--- config.mk ---
export PLATFORM = sky130hd
export DESIGN_NAME = fft_output_unloader
export DESIGN_NICKNAME = d
export VERILOG_FILES = /design/src/rtl/fft_consts.sv /design/src/rtl/fft_stream_fifo.sv /design/src/rtl/fft_output_unloader.sv
export SDC_FILE = /design/constraint.sdc
export NUM_CORES = 1
export LEC_CHECK = 0
export BUFFER_PORTS_ARGS = -buffer_cell sky130_fd_sc_hd__buf_2
export CAP_MARGIN = 10
export CORE_MARGIN = 8
export CORE_UTILIZATION = 56
export DETAILED_ROUTE_END_ITERATION = 12
export GPL_ROUTABILITY_DRIVEN = 0
export PLACE_DENSITY_LB_ADDON = 0.25
export SYNTH_ARGS = -nofsm -noshare
export SYNTH_HDL_FRONTEND = slang
export SYNTH_HIERARCHICAL = 1
export SYNTH_SLANG_ARGS = --single-unit
export TNS_END_PERCENT = 50
--- constraint.sdc ---
create_clock -name clk -period 3.2 [get_ports clk]
set_input_delay 0.48 -clock clk [delete_from_list [all_inputs] [get_ports clk]]
set_output_delay 0.48 -clock clk [all_outputs]
set_load 0.01 [all_outputs]
--- src/rtl/fft_consts.sv ---
// Shared FFT frame constants, unloader state encoding and the address bit-reversal helper.
package fft_consts;

  localparam int N          = 16;
  localparam int LOG2N      = 4;
  localparam int DW_COMPLEX = 32;

  typedef enum logic [1:0] {
    ST_IDLE  = 2'd0,
    ST_RUN   = 2'd1,
    ST_DRAIN = 2'd2
  } unload_state_t;

  function automatic logic [LOG2N-1:0] bitrev(input logic [LOG2N-1:0] a);
    logic [LOG2N-1:0] r;
    r = '0;
    for (int i = 0; i < LOG2N; i++) begin
      r[i] = a[LOG2N-1-i];
    end
    return r;
  endfunction

endpackage

--- src/rtl/fft_stream_fifo.sv ---
// Synchronous FIFO with head-of-queue output; push and pop together are legal even when full.
module fft_stream_fifo #(
  parameter int DEPTH = 4,
  parameter int WIDTH = 32
) (
  input  logic                     clk,
  input  logic                     rst,
  input  logic                     push,
  input  logic [WIDTH-1:0]         push_data,
  input  logic                     pop,
  output logic [WIDTH-1:0]         pop_data,
  output logic                     full,
  output logic                     empty,
  output logic [$clog2(DEPTH):0]   count
);

  localparam int AW = $clog2(DEPTH);
  localparam logic [AW-1:0] PTR_ONE = AW'(1);
  localparam logic [AW:0]   CNT_ONE = (AW+1)'(1);
  localparam logic [AW:0]   CNT_MAX = (AW+1)'(DEPTH);

  logic [WIDTH-1:0] mem [DEPTH];
  logic [AW-1:0]    wr_ptr;
  logic [AW-1:0]    rd_ptr;
  logic             do_push;
  logic             do_pop;

  assign empty    = (count == '0);
  assign full     = (count == CNT_MAX);
  assign do_pop   = pop && !empty;
  assign do_push  = push && (!full || do_pop);
  // Storage is not reset, so the head is masked to keep the output at zero when empty.
  assign pop_data = empty ? '0 : mem[rd_ptr];

  always_ff @(posedge clk) begin
    if (rst) begin
      wr_ptr <= '0;
      rd_ptr <= '0;
      count  <= '0;
    end else begin
      if (do_push) wr_ptr <= wr_ptr + PTR_ONE;
      if (do_pop)  rd_ptr <= rd_ptr + PTR_ONE;
      if (do_push && !do_pop)      count <= count + CNT_ONE;
      else if (!do_push && do_pop) count <= count - CNT_ONE;
    end
  end

  always_ff @(posedge clk) begin
    if (do_push) mem[wr_ptr] <= push_data;
  end

endmodule

--- src/rtl/fft_output_unloader.sv ---
// Reads a finished FFT frame out of RAM port B and streams it on valid/ready,
// issuing reads only while FIFO occupancy plus in-flight reads leaves room.
module fft_output_unloader
  import fft_consts::*;
#(
  parameter int BITREV     = 0,
  parameter int FIFO_DEPTH = 4
) (
  input  logic                  clk,
  input  logic                  rst,
  input  logic                  start,
  output logic                  busy,
  output logic                  done,
  output logic                  ram_enb,
  output logic                  ram_web,
  output logic [LOG2N-1:0]      ram_addrb,
  output logic [DW_COMPLEX-1:0] ram_dinb,
  input  logic [DW_COMPLEX-1:0] ram_doutb,
  output logic [DW_COMPLEX-1:0] m_data,
  output logic                  m_valid,
  input  logic                  m_ready,
  output logic                  m_last
);

  localparam int CW = $clog2(FIFO_DEPTH);
  localparam logic [LOG2N:0]   IDX_ONE  = (LOG2N+1)'(1);
  localparam logic [LOG2N:0]   IDX_LAST = (LOG2N+1)'(N-1);
  localparam logic [LOG2N-1:0] OUT_ONE  = LOG2N'(1);
  localparam logic [LOG2N-1:0] OUT_LAST = LOG2N'(N-1);
  localparam logic [CW+1:0]    CREDITS  = (CW+2)'(FIFO_DEPTH);

  unload_state_t     state_q;
  unload_state_t     state_d;
  logic [LOG2N:0]    rd_idx;
  logic              rd_vld;
  logic [LOG2N-1:0]  out_idx;
  logic [CW:0]       occ;
  logic [CW+1:0]     pending;
  logic              fifo_full;
  logic              fifo_empty;
  logic              credit_ok;
  logic              hs;

  // rd_vld marks the read issued last cycle whose data is on ram_doutb now.
  assign pending   = {1'b0, occ} + {{(CW+1){1'b0}}, rd_vld};
  assign credit_ok = !fifo_full && (pending < CREDITS);
  assign m_valid   = !fifo_empty;
  assign hs        = m_valid && m_ready;
  assign m_last    = m_valid && (out_idx == OUT_LAST);
  assign busy      = (state_q != ST_IDLE);
  assign ram_web   = 1'b0;
  assign ram_dinb  = '0;

  always_comb begin
    if (BITREV != 0) ram_addrb = bitrev(rd_idx[LOG2N-1:0]);
    else             ram_addrb = rd_idx[LOG2N-1:0];
  end

  always_comb begin
    state_d = state_q;
    ram_enb = 1'b0;
    case (state_q)
      ST_IDLE: begin
        if (start) state_d = ST_RUN;
      end
      ST_RUN: begin
        if (credit_ok) begin
          ram_enb = 1'b1;
          if (rd_idx == IDX_LAST) state_d = ST_DRAIN;
        end
      end
      ST_DRAIN: begin
        if (hs && m_last) state_d = ST_IDLE;
      end
      default: state_d = ST_IDLE;
    endcase
  end

  always_ff @(posedge clk) begin
    if (rst) begin
      state_q <= ST_IDLE;
      rd_idx  <= '0;
      rd_vld  <= 1'b0;
      out_idx <= '0;
      done    <= 1'b0;
    end else begin
      state_q <= state_d;
      rd_vld  <= ram_enb;
      done    <= (state_q == ST_DRAIN) && hs && m_last;
      if (state_q == ST_IDLE && start) begin
        rd_idx  <= '0;
        out_idx <= '0;
      end else begin
        if (ram_enb) rd_idx  <= rd_idx + IDX_ONE;
        if (hs)      out_idx <= out_idx + OUT_ONE;
      end
    end
  end

  fft_stream_fifo #(
    .DEPTH (FIFO_DEPTH),
    .WIDTH (DW_COMPLEX)
  ) u_fifo (
    .clk       (clk),
    .rst       (rst),
    .push      (rd_vld),
    .push_data (ram_doutb),
    .pop       (hs),
    .pop_data  (m_data),
    .full      (fifo_full),
    .empty     (fifo_empty),
    .count     (occ)
  );

endmodule

==> impl_metrics.ini <==
[run_status]
run_status = finished clean

[floorplan]
io_pins = 110
rows = 38
initial_core_util_pct = 57.3
core_um2 = 10800
die_h_um = 121
die_x_um = 121
die-area_um2 = 14700

[logic_synthesis]
synthSimpleGateAreaFrac_pct = 7.68
synth_cells = 362
yosysTopAreaCell = edfxtp_1
synth_top_family_by_area = multiplexers
yosysUniqueCellTypes = 39
synth.area.mux_share_pct = 12.1
yosys.area_share.adder_pct = 1.93
ys_seq_elements = 150
yosysTopAreaCellShare_pct = 61.9
syn_avg_cell_area_um2 = 17.2
synth_compound_area_share_pct = 2.08
seq_area_frac_synth_pct = 69.0
synth.area.top_cells = edfxtp_1 62%, mux4_2 12%, dfxtp_1 7.1%
synth_area_um2 = 6210
synth_xor_area_share_pct = 0.705
yosys_warnings = 6

[setup_path]
crit_slowest_cell = dfxtp_2
cp-end-kind = primary output
cp_data_required_time_ns = 2.72
cp_slowest_stage_delay_ns = 0.67
cp_cell_sequence = buf_4 -> mux4_2 -> nor2b_1 -> buf_2
crit_path_start_kind = flop
rr_worst_depth = 11
path_class = flop to primary output
crit_fanout = 15
cp.arrival_ns = 2.37

[pwr]
vdd_drop_max_uv = 580
powerDensity_nw_per_um2 = 804
total_power_w = 0.00582
p_leak_nw = 2.62

[grt]
gr-usage-met3_pct = 6.89
antenna_found_initial = 2
grt_max_degree = 38
grt_pass1_wl_um = 17600
grt_pass1_vias = 3346
overflow = 0
grt_util_met2_pct = 25.7
grt_busiest_layer = met2
use_met1_pct = 19.0
grt.total_usage_pct = 16.1

[timing]
timing.slew.headroom_pct = 64.7
slew_viol_final = 0
setup_viol = 0
hold_viol_final = 0
setup_ws_ns = 0.347
period_share_pct = 89.2
fin_tns_setup_ns = 0
fin_hold_ws_ns = 0.151
fmax_mhz = 351
finClkSkew_ns = 0.0139
rsz0062_at_grt = false
period_needed_ns = 2.85
worst_pin_slew_ns = 0.529

[routing]
first_iter_violations = 169
routed_wl_um = 11200
dr.pass1.iters = 4
via_per_inst = 5.32
num_vias = 3191
drc_errors = 0
avgRoutedWirePerCell_um = 18.7
ant_nets = 0

[final_layout]
diodes = 0
nets = 492
final_core_utilization_pct = 66.8
syn2layout_area_growth_pct = 16.6
final_cell_mix = 128 x edfxtp_1, 76 x buf_2, 33 x nor2b_1, 33 x conb_1, 32 x mux4_2
final_common_cell = edfxtp_1
drive_above_1_share_pct = 34.6

[job]
drv_cap = 0

[clocking]
cts_sinks = 150
clockBufferDepth = 2
numCtsBuffers = 17
cts.repair.resized = 0
path_clk_slew_ns = 0.06
ctsHoldBuffers = 0
tritoncts = built
htreeDepth = 4
cts_setup_buffers = 0
clock_latency_ns = 0.54
cts_root_buffer = clkbuf_8

[placed_design]
dpl.hpwl_um = 7290
dp_slack_ns = 0.520
port_buffers = 76

[worst_hold_path]
holdPathStages = 1
worstHoldPathType = input pin to flop
-- path summary, 6_finish.rpt --
kind | start | to | slack (ns)
worst max-delay path | flop | m_data[4] | 0.35
worst max register to register | u_fifo/count[0]$_SDFFE_PP0P_ | u_fifo/count[2]$_SDFFE_PP0P_ | 0.52
worst min register to register | out_idx[1]$_SDFFE_PP0P_ | out_idx[1]$_SDFFE_PP0P_ | 0.49
worst min-delay path | ram_doutb[17] | u_fifo/mem[3][17]$_DFFE_PP_ | 0.15
-- stage by stage --
step | instances | area, µm²
global route | 600 | 7240
global placement | 568 | 6650
floorplan | 394 | 6330
finish | 600 | 7240
detailed placement | 568 | 6650
CTS | 600 | 7240
-- flip-flops by register name (all words and copies together), names as in the netlist, named ones only --
name	count
rd_idx	5
u_fifo/count	3
done	1
rd_vld	1
out_idx	4
u_fifo/mem	128
u_fifo/wr_ptr	2
state_q	2
u_fifo/rd_ptr	2
-- synthesized netlist by cell type (all sizes together) --
cell type	number
conb	1
clkbuf	7
fa	1
inv	9
nor2	13
xnor2	1
nor4	2
nor3b	1
ha	8
a21boi	1
dfxtp	22
nand3	5
mux4	32
and3	2
or4b	2
edfxtp	128
a21oi	10
a211oi	1
or3	4
nand3b	1
nor2b	33
nand2b	3
and2	4
a21o	1
mux2	1
nor4b	2
o21ai	6
buf	44
mux2i	2
or4	2
xor2	4
nor3	2
nand2	4
o31ai	3
-- metal layers --
layer,vias to the layer above,wire length [µm],part of all wire (%)
met5,-,21,0.19
met4,4,146,1.3
met1,1585,4490,40
li1,1477,-,-
met2,109,5700,51
met3,16,858,7.7
-- worst max-delay path: cells and delay by family, from the launching register on --
family | cells | cell delay, ns
multiplexers | 1 | 0.53
flip-flops | 1 | 0.67
AND/OR/NAND/NOR | 1 | 0.16
buffers and inverters | 2 | 0.48
-- area by class of cell --
cell class                      count  area, µm²
Sequential cell                   150       4290
Fill cell                         741       3600
Multi-Input combinational cell    184       1660
Timing Repair Buffer               85        498
Clock buffer                       17        414
Clock inverter                     15        176
Tap cell                          140        175
Inverter                            9       33.8
-- power breakdown --
group	total [W]	internal [W]	switching (W)	leakage (nW)
Clock	0.00196	0.00119	0.000769	0.292
Sequential	0.00238	0.00226	0.000120	1.34
Combinational	0.00148	0.000645	0.000835	0.996
-- kinds of logic (layout without fill, tap and decap cells) --
family                     Yosys count  in the layout
muxes                               35             35
AOI/OAI and AO/OA                   22             22
other                                1             33
buffers and inverters               60            126
and+or+nand+nor                     80             80
xor gates and xnor gates             5              5
DFF                                150            150
adders and majority gates            9              9
No activity file was read; power rests on OpenSTA's default activity.
